### src/rtl/bus_addr_dec_pkg.sv
// Shared bus constants: word address geometry, slave index field location,
// slave index codes and active-low select levels.
package bus_addr_dec_pkg;

    localparam int WORD_ADDR_W         = 30;
    localparam int BUS_SLAVE_INDEX_W   = 3;
    localparam int BUS_SLAVE_INDEX_MSB = 29;
    localparam int BUS_SLAVE_INDEX_LSB = BUS_SLAVE_INDEX_MSB - BUS_SLAVE_INDEX_W + 1;
    localparam int NUM_SLAVES          = 2 ** BUS_SLAVE_INDEX_W;

    typedef logic [WORD_ADDR_W-1:0]       word_addr_t;
    typedef logic [BUS_SLAVE_INDEX_W-1:0] slave_idx_t;
    typedef logic [NUM_SLAVES-1:0]        cs_n_vec_t;

    localparam slave_idx_t BUS_SLAVE_0 = 3'h0;
    localparam slave_idx_t BUS_SLAVE_1 = 3'h1;
    localparam slave_idx_t BUS_SLAVE_2 = 3'h2;
    localparam slave_idx_t BUS_SLAVE_3 = 3'h3;
    localparam slave_idx_t BUS_SLAVE_4 = 3'h4;
    localparam slave_idx_t BUS_SLAVE_5 = 3'h5;
    localparam slave_idx_t BUS_SLAVE_6 = 3'h6;
    localparam slave_idx_t BUS_SLAVE_7 = 3'h7;

    localparam logic ENABLE_N     = 1'b0;
    localparam logic DISABLE_N    = 1'b1;
    localparam logic RESET_ENABLE = 1'b1;

endpackage

### src/rtl/bus_addr_dec_idx.sv
// Combinational slave index to active-low one-hot chip select decode.
module bus_addr_dec_idx
    import bus_addr_dec_pkg::*;
(
    input  logic [BUS_SLAVE_INDEX_W-1:0] idx_i,
    output logic [NUM_SLAVES-1:0]        cs_n_o
);

    generate
        for (genvar gi = 0; gi < NUM_SLAVES; gi++) begin : g_sel
            assign cs_n_o[gi] = (idx_i == slave_idx_t'(gi)) ? ENABLE_N : DISABLE_N;
        end
    endgenerate

endmodule

### src/rtl/bus_addr_dec.sv
// Shared-bus address decoder: top three word-address bits select one of
// eight registered active-low chip selects.
module bus_addr_dec
    import bus_addr_dec_pkg::*;
(
    input  logic                   clk,
    input  logic                   reset,
    input  logic [WORD_ADDR_W-1:0] s_addr,
    output logic                   s0_cs_n,
    output logic                   s1_cs_n,
    output logic                   s2_cs_n,
    output logic                   s3_cs_n,
    output logic                   s4_cs_n,
    output logic                   s5_cs_n,
    output logic                   s6_cs_n,
    output logic                   s7_cs_n
);

    slave_idx_t slave_idx;
    cs_n_vec_t  cs_n_d;
    cs_n_vec_t  cs_n_q;

    // Offset bits within a slave window play no part in selection.
    logic unused_addr_bits;
    assign unused_addr_bits = ^s_addr[BUS_SLAVE_INDEX_LSB-1:0];

    assign slave_idx = s_addr[BUS_SLAVE_INDEX_MSB:BUS_SLAVE_INDEX_LSB];

    bus_addr_dec_idx u_idx_dec (
        .idx_i  (slave_idx),
        .cs_n_o (cs_n_d)
    );

    always_ff @(posedge clk) begin
        if (reset == RESET_ENABLE) begin
            cs_n_q <= {NUM_SLAVES{DISABLE_N}};
        end else begin
            cs_n_q <= cs_n_d;
        end
    end

    assign s0_cs_n = cs_n_q[0];
    assign s1_cs_n = cs_n_q[1];
    assign s2_cs_n = cs_n_q[2];
    assign s3_cs_n = cs_n_q[3];
    assign s4_cs_n = cs_n_q[4];
    assign s5_cs_n = cs_n_q[5];
    assign s6_cs_n = cs_n_q[6];
    assign s7_cs_n = cs_n_q[7];

endmodule

### config.mk
export PLATFORM = sky130hd
export DESIGN_NAME = bus_addr_dec
export DESIGN_NICKNAME = d
export VERILOG_FILES = /design/src/rtl/bus_addr_dec_pkg.sv /design/src/rtl/bus_addr_dec_idx.sv /design/src/rtl/bus_addr_dec.sv
export SDC_FILE = /design/constraint.sdc
export NUM_CORES = 1
export LEC_CHECK = 0
export CAP_MARGIN = 20
export CELL_PAD_IN_SITES_DETAIL_PLACEMENT = 0
export CELL_PAD_IN_SITES_GLOBAL_PLACEMENT = 2
export CORE_UTILIZATION = 10
export CTS_CLUSTER_SIZE = 25
export DETAILED_ROUTE_END_ITERATION = 8
export GPL_ROUTABILITY_DRIVEN = 0
export HOLD_SLACK_MARGIN = 0.12
export MAX_ROUTING_LAYER = met4
export PLACE_DENSITY = 0.75
export SETUP_SLACK_MARGIN = 0.05
export SLEW_MARGIN = 0
export SYNTH_ARGS = -nofsm -noshare
export SYNTH_HDL_FRONTEND = slang
export SYNTH_HIERARCHICAL = 1
export SYNTH_SLANG_ARGS = --single-unit
### constraint.sdc
create_clock -name clk -period 0.97 [get_ports clk]
set_clock_uncertainty 0.05 [all_clocks]
set_input_delay 0.194 -clock clk [delete_from_list [all_inputs] [get_ports clk]]
set_output_delay 0.194 -clock clk [all_outputs]
set_load 0.02 [all_outputs]
# After elaboration in Yosys (flattened, before gate mapping)
# Cells that the tools add are included.
# word_totals
register_bits,8
out_inout_bits,8
wordCells,17
# classes
reduce_logical,1
n_mux,8
eq_ne,7
# op_table
op,count
$eq 3x3->1 const B,4
$mux 1,8
$eq 3x2->1 const B,2
$eq 3x1->1 const B,1
$logic_not 3->1,1

# Longest topological paths before layout
# logic_depth
ltp_word,2
mapped_depth,2
depth_no_buf,2

# Hierarchy
# The synthesis kept the hierarchy.
# modules_own_cells
mod,cells_per_inst,area_each_um2,seq_area_each_um2,instances
bus_addr_dec,16,210.2,160.2,1
bus_addr_dec_idx,8,60.1,0.0,1

# Worst setup path before layout
# OpenSTA, ideal clock, no wires.
# synth_timing
path_kind,input-to-reg
from,input port s_addr[29]
to,register cs_n_q[1]
arrival_ns,0.732
path_slack_ns,0.068
required_time_ns,0.800
n_path_buf,0
cell_stages,2
path_cell_list,or3b_1 > or2_1
# synth_via
elab_chain_cells,2
# synth_lines
item,line_no,source
"start, declared",bus_addr_dec.sv:8,"input logic [WORD_ADDR_W-1:0] s_addr,"
$eq 3x1->1,bus_addr_dec_idx.sv:11,assign cs_n_o[gi] = (idx_i == slave_idx_t'(gi)) ? ENABLE_N : DISABLE_N;
$mux 1,bus_addr_dec_idx.sv:11,
"end signal, assigned",bus_addr_dec.sv:36,cs_n_q <= {NUM_SLAVES{DISABLE_N}};
"end signal, assigned",bus_addr_dec.sv:38,cs_n_q <= cs_n_d;
"end, declared",bus_addr_dec.sv:21,cs_n_vec_t cs_n_q;
# Every way passes these cells.
# A chain may end at the register's enable or synchronous reset.

# Worst setup path in the final report
# layout_timing
from,register cs_n_q[1]
to,output port s1_cs_n
# layout_lines
item,line_no,source
"end, declared",bus_addr_dec.sv:10,"output logic s1_cs_n,"
# No word-level cell between the ends.

==> impl_metrics.csv <==
group,metric,value,unit
status,outcome,"finished, final reports clean",
critical_path,worstSetupPathType,"reg -> out",
grt,grt_pass1_wl,752,um
final_layout,antennaDiodeCount,0,
sta,fin_ws,0.05176,ns
grt,antenna_found_initial,0,
critical_path,max_stage_delay,0.31,ns
critical_path,slowest_stage,"dfxtp_2",
final_layout,reg_top3,"cs_n_q: 8 flops",
sta,holdWs,0.2245,ns
final_layout,fin_nets,76,
detailed_routing,drt-initial-drc-count,2,
floorplanning,fp.dieH,53.99,um
synthesis,netlist_instances,24,
final_layout,fillers,297,
critical_path,critPathBufInv,1,
place,dp_hpwl,410.5,um
power,leakage,0.1770,nW
floorplanning,coreArea,2522,um2
place,placed_cell_area,450.4,um2
critical_path,cp.arrival,0.67,ns
grt,overflow,0,
synthesis,ys_types,6,
sta,slew_viol_final,0,
sta,fin_crit,0.9182,ns
hold_path,hp-class,"in -> reg",
detailed_routing,num_vias,208,
grt,grt_pass1_vias,170,
synthesis,synth_area,270.3,um2
sta,slew_headroom,87.88,%
sta,min_period_over_period,94.66,%
synthesis,ys_seq_area_share,59.26,%
power,vdd.ir_drop.worst,417.5,uV
place,pre_cts_slack,-0.5009,ns
final_layout,final_util,19.20,%
critical_path,startpoint,"cs_n_q[1]",
flow_run,cap_violations,0,
floorplanning,start_util,10.71,%
grt,grt_max_degree,9,
final_layout,largest_reg_flops,8,
sta,setup_total_negative_slack,0,ns
clock_network,clk_pin_slew,0.05,ns
detailed_routing,drtAntennaViolNets,0,
detailed_routing,vias_per_cell,2.889,
final_layout,syn_to_final_growth,79.17,%
final_layout,final_area,484.2,um2
critical_path,critPathTopFamily,"flip-flops",
sta,tightest_slew,0.1812,ns
detailed_routing,drcViolationCount,0,
clock_network,cts_root_buf,"clkbuf_4",
clock_network,cts_max_path_buffers,2,
clock_network,post_cts_buffers,0,
sta,finalSetupViolations,0,
synthesis,ys_warn_count,6,
sta,fmax,1.089,GHz
hold_path,hp-start,"s_addr[27]",
sta,rsz0062_at_grt,"yes",
detailed_routing,wl_per_cell,6.722,um
detailed_routing,dr.pass1.iters,2,
power,p_per_area,1351,nW/um2
clock_network,numCtsBuffers,3,
floorplanning,io_pins,40,
clock_network,cts.sinks,8,
clock_network,htreeDepth,1,
final_layout,largest-register,"cs_n_q",
critical_path,crit_fanout,1,
place,port_buffers,12,
synthesis,syn-mean-instance-area,11.26,um2
synthesis,syn_nets,56,
sta,hold_viol,0,
critical_path,required,0.73,ns
floorplanning,die_w,53.99,um
final_layout,drive_above_1_share,59.52,%
floorplanning,rows,18,
critical_path,endpoint_kind,"output port",
detailed_routing,wl,484,um
grt,grt_use_total,4.293,%
floorplanning,dieArea,2914,um2
critical_path,path_depth,1,
critical_path,cp-start-kind,"flip-flop",
synthesis,ys_ff_latch,8,
place,placedCellCount,69,
power,p_total,0.6541,mW
final_layout,fin_cells,72,
critical_path,crit_chain,"buf_6",
hold_path,holdPathStages,3,
clock_network,cts_tree,"built",
[routing by layer]
metal	vias to the layer above	routed length (um)	track usage (%)
li1	116	-	-
met1	80	260	5.638
met2	12	162	3.498
met3	0	60	2.542
met4	0	0	5.128
met5	-	0	-
[worst min-delay path, delay by kind of cell]
| kind | cells | cell delay [ns] |
|---|---|---|
| buf+inv | 1 | 0.11 |
| simple gates | 2 | 0.18 |
[kinds of logic after synthesis]
family | count (synthesis) | share of synthesized area [%]
simple gates | 16 | 40.74
flops | 8 | 59.26
[area by class of cell]
type / count / area (um2) / area share, %
timing repair buffer: 15 / 143.9 / 29.72
sequential: 8 / 170.2 / 35.14
clock buffer: 3 / 22.52 / 4.651
tap: 30 / 37.54 / 7.752
multi-input combinational: 16 / 110.1 / 22.74
[report_power, final]
part / switching [mW] / internal [mW]
logic: 0.0328 / 0.0445
clock network: 0.0927 / 0.140
registers: 0.00386 / 0.340
[synthesized netlist by cell type]
cell type | n | area, um2
dfxtp_1 | 8 | 160.2
nand3_1 | 1 | 5.000
nand3b_1 | 3 | 22.52
or2_1 | 8 | 50.05
or3_1 | 1 | 6.260
or3b_1 | 3 | 26.28
[layout by cell type, fill, tap and decap left out]
master and instances:
or2_1 8, dfxtp_2 8, buf_6 8, clkbuf_4 3, or3b_1 3, nand3b_1 3
buf_4 3, clkbuf_2 2, clkdlybuf4s50_1 1, clkdlybuf4s15_2 1, or3_1 1, nand3_1 1
[path summary, 6_finish.rpt]
check	to	slack, ns
hold / removal	cs_n_q[0]	0.22
setup / recovery	s1_cs_n	0.05
[what timing repair did]
item                                   in CTS  in global routing
hold buffers                                0                  0
gates resized for setup                    63                  2
pin swaps                                   1                  1
setup endpoints to repair                  16                 12
endpoints found under the hold margin       0                  0
(Power assumes the default switching activity.)
